### config.mk
export PLATFORM = sky130hd
export DESIGN_NAME = mux4_rr_flat
export DESIGN_NICKNAME = d
export VERILOG_FILES = /design/src/rtl/mux4_rr_pkg.sv /design/src/rtl/mux4_rr_if.sv /design/src/rtl/rr_arbiter4.sv /design/src/rtl/mux4_rr.sv /design/src/flat_wrapper.sv
export SDC_FILE = /design/constraint.sdc
export NUM_CORES = 1
export LEC_CHECK = 0
export CAP_MARGIN = 20
export CELL_PAD_IN_SITES_DETAIL_PLACEMENT = 1
export CELL_PAD_IN_SITES_GLOBAL_PLACEMENT = 1
export CORE_ASPECT_RATIO = 0.8
export CORE_MARGIN = 10
export CORE_UTILIZATION = 26
export CTS_BUF_LIST = sky130_fd_sc_hd__clkbuf_16
export CTS_CLUSTER_DIAMETER = 50
export CTS_CLUSTER_SIZE = 28
export DETAILED_ROUTE_END_ITERATION = 16
export HOLD_SLACK_MARGIN = 0.02
export PLACE_DENSITY = 0.79
export SYNTH_ARGS = -nofsm -noshare
export SYNTH_HDL_FRONTEND = slang
export SYNTH_SLANG_ARGS = --single-unit
### constraint.sdc
create_clock -name clk -period 2.3 [get_ports clk]
set_clock_uncertainty 0.1 [all_clocks]
set_input_delay 0.46 -clock clk [delete_from_list [all_inputs] [get_ports clk]]
set_output_delay 0.46 -clock clk [all_outputs]
set_load 0.005 [all_outputs]
### src/rtl/mux4_rr_pkg.sv
`default_nettype none
// ============================================================================
// Module   : mux4_pkg
// Purpose  : Shared constants, arbiter state type and small helper functions
//            for the 4:1 round-robin packet multiplexer.
// Revision : 1.0
// ============================================================================
package mux4_pkg;

  localparam int N_CH  = 4;
  localparam int SEL_W = 2;

  typedef enum logic [0:0] {
    IDLE   = 1'b0,
    LOCKED = 1'b1
  } arb_state_t;

  // Round-robin search starting one past ptr; returns {found, index}.
  // Iterating from lowest to highest priority lets the highest-priority
  // hit overwrite the others.
  function automatic logic [SEL_W:0] rr_pick(input logic [N_CH-1:0]  valid,
                                             input logic [SEL_W-1:0] ptr);
    logic [SEL_W:0]   r;
    logic [SEL_W-1:0] idx;
    r = '0;
    for (int i = N_CH; i >= 1; i--) begin
      idx = ptr + SEL_W'(i);
      if (valid[idx]) r = {1'b1, idx};
    end
    return r;
  endfunction

  // One-hot to binary index; zero vector maps to index 0.
  function automatic logic [SEL_W-1:0] onehot_idx(input logic [N_CH-1:0] oh);
    logic [SEL_W-1:0] idx;
    idx = '0;
    for (int i = 0; i < N_CH; i++) begin
      if (oh[i]) idx = idx | SEL_W'(i);
    end
    return idx;
  endfunction

endpackage
`default_nettype wire

### src/rtl/mux4_rr_if.sv
`default_nettype none
// ============================================================================
// Module   : mux4_rr_if
// Purpose  : Input-channel and output-stream handshake bundle of mux4_rr.
//            master = traffic source/sink side, slave = the multiplexer.
// Revision : 1.0
// ============================================================================
interface mux4_rr_if #(
  parameter int WIDTH = 8
);
  logic [3:0]         in_valid;
  logic [4*WIDTH-1:0] in_data;
  logic [3:0]         in_last;
  logic [3:0]         in_ready;
  logic               out_valid;
  logic [WIDTH-1:0]   out_data;
  logic [1:0]         out_sel;
  logic               out_last;
  logic               out_ready;

  modport master (
    output in_valid, in_data, in_last, out_ready,
    input  in_ready, out_valid, out_data, out_sel, out_last
  );

  modport slave (
    input  in_valid, in_data, in_last, out_ready,
    output in_ready, out_valid, out_data, out_sel, out_last
  );
endinterface
`default_nettype wire

### src/rtl/rr_arbiter4.sv
`default_nettype none
// ============================================================================
// Module   : rr_arbiter4
// Purpose  : 4-channel round-robin arbiter with packet lock. Holds the
//            last-granted pointer, IDLE/LOCKED state and the locked channel;
//            produces a one-hot grant.
// Revision : 1.0
// ============================================================================
module rr_arbiter4
  import mux4_pkg::*;
(
  input  wire logic            clk,
  input  wire logic            rst_n,
  input  wire logic [N_CH-1:0] i_valid,
  input  wire logic [N_CH-1:0] i_last,
  input  wire logic            i_load,
  output logic      [N_CH-1:0] o_grant
);

  arb_state_t       r_state;
  logic [SEL_W-1:0] r_ptr;
  logic [SEL_W-1:0] r_lock_ch;

  logic [SEL_W:0]   w_pick;
  logic [SEL_W-1:0] w_gidx;
  logic             w_xfer;
  logic             w_glast;

  // Grant selection: locked channel only while LOCKED, else round-robin.
  always_comb begin
    w_pick  = rr_pick(i_valid, r_ptr);
    o_grant = '0;
    if (r_state == LOCKED) begin
      if (i_valid[r_lock_ch]) o_grant[r_lock_ch] = 1'b1;
    end else if (w_pick[SEL_W]) begin
      o_grant[w_pick[SEL_W-1:0]] = 1'b1;
    end
  end

  assign w_gidx  = onehot_idx(o_grant);
  assign w_xfer  = i_load & (|o_grant);
  assign w_glast = i_last[w_gidx];

  // State machine: pointer follows every accepted word; a non-final word
  // taken in IDLE locks onto its channel until that channel's final word.
  always_ff @(posedge clk or negedge rst_n) begin
    if (!rst_n) begin
      r_state   <= IDLE;
      r_ptr     <= SEL_W'(N_CH - 1);
      r_lock_ch <= '0;
    end else if (w_xfer) begin
      r_ptr <= w_gidx;
      case (r_state)
        IDLE: begin
          if (!w_glast) begin
            r_state   <= LOCKED;
            r_lock_ch <= w_gidx;
          end
        end
        LOCKED: begin
          if (w_glast) r_state <= IDLE;
        end
        default: r_state <= IDLE;
      endcase
    end
  end

endmodule
`default_nettype wire

### src/rtl/mux4_rr.sv
`default_nettype none
// ============================================================================
// Module   : mux4_rr
// Purpose  : 4:1 packet multiplexer with round-robin arbitration, packet
//            lock and a single registered output stage (1-cycle latency,
//            full throughput).
// Revision : 1.0
// ============================================================================
module mux4_rr
  import mux4_pkg::*;
#(
  parameter int WIDTH = 8
) (
  input  wire logic clk,
  input  wire logic rst_n,
  mux4_rr_if.slave  bus
);

  logic             r_out_valid;
  logic [WIDTH-1:0] r_out_data;
  logic [SEL_W-1:0] r_out_sel;
  logic             r_out_last;

  logic             w_load;
  logic [N_CH-1:0]  w_grant;
  logic [N_CH-1:0]  w_ready;
  logic             w_xfer;
  logic [SEL_W-1:0] w_sel;
  logic [WIDTH-1:0] w_data;
  logic             w_last;

  // rst_n gating keeps every in_ready low while reset is held.
  assign w_load  = rst_n & (~r_out_valid | bus.out_ready);

  rr_arbiter4 u_arb (
    .clk     (clk),
    .rst_n   (rst_n),
    .i_valid (bus.in_valid),
    .i_last  (bus.in_last),
    .i_load  (w_load),
    .o_grant (w_grant)
  );

  assign w_ready = w_grant & {N_CH{w_load}};
  assign w_xfer  = |w_ready;
  assign w_sel   = onehot_idx(w_grant);
  assign w_data  = bus.in_data[w_sel*WIDTH +: WIDTH];
  assign w_last  = bus.in_last[w_sel];

  // Output register: refill whenever empty or being drained.
  always_ff @(posedge clk or negedge rst_n) begin
    if (!rst_n) begin
      r_out_valid <= 1'b0;
      r_out_data  <= '0;
      r_out_sel   <= '0;
      r_out_last  <= 1'b0;
    end else if (w_load) begin
      r_out_valid <= w_xfer;
      if (w_xfer) begin
        r_out_data <= w_data;
        r_out_sel  <= w_sel;
        r_out_last <= w_last;
      end
    end
  end

  assign bus.in_ready  = w_ready;
  assign bus.out_valid = r_out_valid;
  assign bus.out_data  = r_out_data;
  assign bus.out_sel   = r_out_sel;
  assign bus.out_last  = r_out_last;

endmodule
`default_nettype wire

### src/flat_wrapper.sv
// flat-port wrapper written by rule: the top's interface ports become plain ports
module mux4_rr_flat import mux4_pkg::*;
#(
  parameter int WIDTH = 8
)
  (clk, rst_n, bus_in_valid, bus_in_data, bus_in_last, bus_out_ready, bus_in_ready, bus_out_valid, bus_out_data, bus_out_sel, bus_out_last);
  mux4_rr_if #(.WIDTH(WIDTH)) bus_i ();
  input  wire logic clk;
  input  wire logic rst_n;
  input wire logic [$bits(bus_i.in_valid)-1:0] bus_in_valid;
  input wire logic [$bits(bus_i.in_data)-1:0] bus_in_data;
  input wire logic [$bits(bus_i.in_last)-1:0] bus_in_last;
  input wire logic [$bits(bus_i.out_ready)-1:0] bus_out_ready;
  output wire logic [$bits(bus_i.in_ready)-1:0] bus_in_ready;
  output wire logic [$bits(bus_i.out_valid)-1:0] bus_out_valid;
  output wire logic [$bits(bus_i.out_data)-1:0] bus_out_data;
  output wire logic [$bits(bus_i.out_sel)-1:0] bus_out_sel;
  output wire logic [$bits(bus_i.out_last)-1:0] bus_out_last;
  assign bus_i.in_valid = bus_in_valid;
  assign bus_i.in_data = bus_in_data;
  assign bus_i.in_last = bus_in_last;
  assign bus_i.out_ready = bus_out_ready;
  assign bus_in_ready = bus_i.in_ready;
  assign bus_out_valid = bus_i.out_valid;
  assign bus_out_data = bus_i.out_data;
  assign bus_out_sel = bus_i.out_sel;
  assign bus_out_last = bus_i.out_last;
  mux4_rr #(.WIDTH(WIDTH)) u_core (.clk(clk), .rst_n(rst_n), .bus(bus_i));
endmodule
==> reports/summary.txt <==
PLACED DESIGN
---------------------------------------------------------------------------------
Detailed placement HPWL                                                   4630 µm
GPL Wtd Cong                                                                0.811
Count of buffers inserted at the top-level ports                               58
Post-Place Setup Slack                                                    -897 ps
Placement Cell Area                                                   0.00220 mm²
Total placed cells including tap cells                                        306

FINAL LAYOUT
---------------------------------------------------------------------------------
Final design area excluding fillers                                   0.00261 mm²
Number of nets in the final layout                                            311
Share of the core filled with cells                                         55.3%
Final std cells w/o fill                                                      327
Antenna cell count                                                              0
Area delta synth->final                                                     99.6%
Share of layout cells above drive strength 1                                39.7%

LOGIC SYNTHESIS
---------------------------------------------------------------------------------
Mean instance size in the synthesized netlist                            8.21 µm²
EDFF count, synth                                                               0
Library cell occupying the most area in the post-synthesis netlist   sky130_fd_sc_hd__dfrtp_1
Share of synthesized flip-flops with an asynchronous set or reset            100%
Synth cell types                                                               46
Flops & latches, synth                                                         17
Synthesized instance count                                                    159
Leading post-synthesis cells by instance count                       sky130_fd_sc_hd__nor2_1 (16), sky130_fd_sc_hd__dfrtp_1 (15), sky130_fd_sc_hd__a21oi_1 (11)
Most instantiated library cell after synthesis                       sky130_fd_sc_hd__nor2_1
Synthesis warning total                                                         0
Top-area cell type share of the netlist area                                28.8%
Top post-synthesis cells by area                                     sky130_fd_sc_hd__dfrtp_1 (29%), sky130_fd_sc_hd__a221oi_1 (5.4%), sky130_fd_sc_hd__nor2_1 (4.6%)
Total nets after synthesis                                                    202
Area of the mapped netlist                                            0.00131 mm²
Prevailing post-synth register cell                                  sky130_fd_sc_hd__dfrtp_1
Sequential area share after synthesis                                       32.8%

STA
---------------------------------------------------------------------------------
Final hold vios                                                                 0
Final worst slack                                                         -230 ps
Maximum clock frequency                                                 0.395 GHz
Post-layout minimum cycle time                                            2530 ps
Unrepaired setup endpoints after global routing                               yes
Max Transition Viols Final                                                      0
Max-slew headroom at the worst pin                                          56.7%
Final setup fails                                                              11
Transition time at the pin with the least slew margin                      645 ps
Final hold slack                                                           383 ps
Final cycle utilization of the critical path                                 110%
Accumulated negative setup slack                                         -1560 ps

DRT
---------------------------------------------------------------------------------
DRC violation count after routing                                               0
Detailed-routing iteration count for the pre-antenna-repair pass                4
Vias per cell                                                                5.69
Total wire length                                                         8030 µm
Routed len/inst                                                           24.5 µm
Initial DRC count                                                             133
Detail Route Antenna Nets                                                       0
Number of vias in the routed layout                                         1,860

DIE
---------------------------------------------------------------------------------
Number of top-level pins                                                       59
Vertical die dimension                                                    83.4 µm
Placeable core region                                                 0.00471 mm²
Effective utilization at floorplan                                          27.7%
Site row count                                                                 22
Die area                                                              0.00827 mm²
Die X                                                                     99.2 µm

MIN PATH
---------------------------------------------------------------------------------
Type of the tightest min-delay check                                   reg -> reg
Worst hold path startpoint                                           u_core.bus.out_sel[0]$_DFFE_PN0P_

WORST SETUP PATH
---------------------------------------------------------------------------------
Cell type of the slowest stage on the worst timing path              sky130_fd_sc_hd__dfstp_2
Type of element capturing the critical path                          primary output
Type of the setup path with the least slack                            reg -> out
Worst r2r src                                                        u_core.u_arb.r_ptr[1]$_DFFE_PN1P_
Critical path data required time                                          1740 ps
CP delay by family, top                                                flip-flops
Crit path launch type                                                        flop
Signal arrival time at the worst endpoint                                 1970 ps
Cell Chain, Critical Path                                            nand2b_4 -> a311oi_4 -> buf_4 -> a311o_1 -> a21oi_2 -> buf_2
Critical path startpoint                                             u_core.u_arb.r_ptr[0]$_DFFE_PN1P_
Buf+Inv Stages, Crit Path                                                       2
Slowest cell delay on critical path                                        630 ps
Highest net fanout along the worst path                                         5

GRT
---------------------------------------------------------------------------------
Global router's overall resource usage                                      15.7%
Vias in the first global route                                              1,972
Grt ovf                                                                         0
Wire length of the first global-routing pass                            10,800 µm
Antenna violations before repair                                                0
Maximum number of pins on one net before global-route repair                   18

CLOCKING
---------------------------------------------------------------------------------
TritonCTS clock tree                                                        built
Root buffer cell                                                     sky130_fd_sc_hd__clkbuf_16
Number of clock buffers inserted by TritonCTS                                   3
Clock slew at reported path FFs                                             60 ps
Clock tree sinks                                                               17
Number of buffers on the longest clock path                                     2
Clk Latency, worst-skew pair                                               250 ps
Deepest level of the CTS H-tree                                                 1

PWR
---------------------------------------------------------------------------------
Power Total                                                               3.27 mW
Leakage dissipation                                                       1.13 nW
Maximum resistive drop on vdd                                            0.590 mV
Total power divided by cell area                                      1260 mW/mm²

FLOW RUN
---------------------------------------------------------------------------------
Number of max-capacitance violations reported                                   0

OUTCOME
---------------------------------------------------------------------------------
Violations in the final reports                                      setup timing
Result of the run                                                    complete, but fails checks

[flip-flops by register name, indices dropped and copies added (netlist names)]
name	count
u_core.bus.out_last	1
u_core.bus.out_data	8
u_core.u_arb.r_lock_ch	2
u_core.bus.out_valid	1
u_core.u_arb.r_ptr	2
u_core.u_arb.r_state	1
u_core.bus.out_sel	2
[report_power, final]
| group | switching (mW) | internal, mW |
|---|---|---|
| clock | 0.132 | 0.233 |
| sequential | 0.162 | 0.471 |
| combinational | 1.12 | 1.16 |
| total | 1.41 | 1.86 |
[what timing repair did]
action | in CTS | in global routing
hold buffers | 0 | 0
endpoints found under the setup margin | 21 | 16
cloned | 0 | 0
pin swaps | 20 | 17
gates resized for setup | 47 | 31
buffers inserted | 12 | 6
[worst paths after layout]
kind	slack, ps	to	cells after the start
max	-230	bus_in_ready[1]	6
min	380	u_core.bus.out_sel[0]$_DFFE_PN0P_	1
max reg2reg	-220	u_core.u_arb.r_lock_ch[0]$_DFFE_PN0P_	7
min reg2reg	380	u_core.bus.out_sel[0]$_DFFE_PN0P_	1
max in group asynchronous	1210	u_core.u_arb.r_ptr[1]$_DFFE_PN1P_	3
min in group asynchronous	620	u_core.u_arb.r_lock_ch[0]$_DFFE_PN0P_	3
[cell families (layout without fill, tap and decap cells)]
group           Yosys count  in the layout  share of synthesized area, %
buf+inv                  16            124                          5.37
compound gates           66             66                          35.2
flops                    17             17                          32.8
simple gates             56             56                          23.5
mux                       4              4                          3.16
[cell type report]
| class | count | area, µm² |
|---|---|---|
| fillers | 532 | 2100 |
| multi-input cells | 126 | 1000 |
| repair buffers | 113 | 991 |
| flip-flops and latches | 17 | 428 |
| clock buffers | 3 | 75.1 |
| well taps | 60 | 75.1 |
| inverters | 7 | 28.8 |
| clock inverters | 1 | 5.00 |
[cells in the final DEF (no fill, tap or decap), types with 2 or more instances in the layout]
master and instances:
sky130_fd_sc_hd__a21boi_0 3, sky130_fd_sc_hd__a21boi_1 3, sky130_fd_sc_hd__a21boi_2 2, sky130_fd_sc_hd__a21o_1 5, sky130_fd_sc_hd__a21oi_1 8, sky130_fd_sc_hd__a21oi_2 3
sky130_fd_sc_hd__a221oi_1 6, sky130_fd_sc_hd__a221oi_2 2, sky130_fd_sc_hd__a311o_1 2, sky130_fd_sc_hd__a311oi_4 2, sky130_fd_sc_hd__a31oi_2 2, sky130_fd_sc_hd__and2_4 2
sky130_fd_sc_hd__and3_1 7, sky130_fd_sc_hd__and3_4 2, sky130_fd_sc_hd__buf_2 5, sky130_fd_sc_hd__buf_4 50, sky130_fd_sc_hd__buf_6 7, sky130_fd_sc_hd__clkbuf_16 3
sky130_fd_sc_hd__clkdlybuf4s50_1 50, sky130_fd_sc_hd__dfrtp_1 15, sky130_fd_sc_hd__dfstp_2 2, sky130_fd_sc_hd__inv_1 6, sky130_fd_sc_hd__mux2i_1 3, sky130_fd_sc_hd__nand2_1 4
sky130_fd_sc_hd__nand2b_4 2, sky130_fd_sc_hd__nand3_1 4, sky130_fd_sc_hd__nand4_1 3, sky130_fd_sc_hd__nor2_1 15, sky130_fd_sc_hd__nor2b_1 2, sky130_fd_sc_hd__nor2b_4 2
sky130_fd_sc_hd__nor3_1 2, sky130_fd_sc_hd__o21a_1 2, sky130_fd_sc_hd__o21ai_0 4, sky130_fd_sc_hd__o21ai_1 9, sky130_fd_sc_hd__o21ai_2 3, sky130_fd_sc_hd__o21ai_4 2
[metal layers]
layer	track usage, %	up-vias	routed length (µm)
li1	-	815	-
met1	17.8	927	3120
met2	27.8	89	4060
met3	4.47	29	526
met4	4.01	0	311
met5	0	-	0
Power figures use the tool's default switching activity.
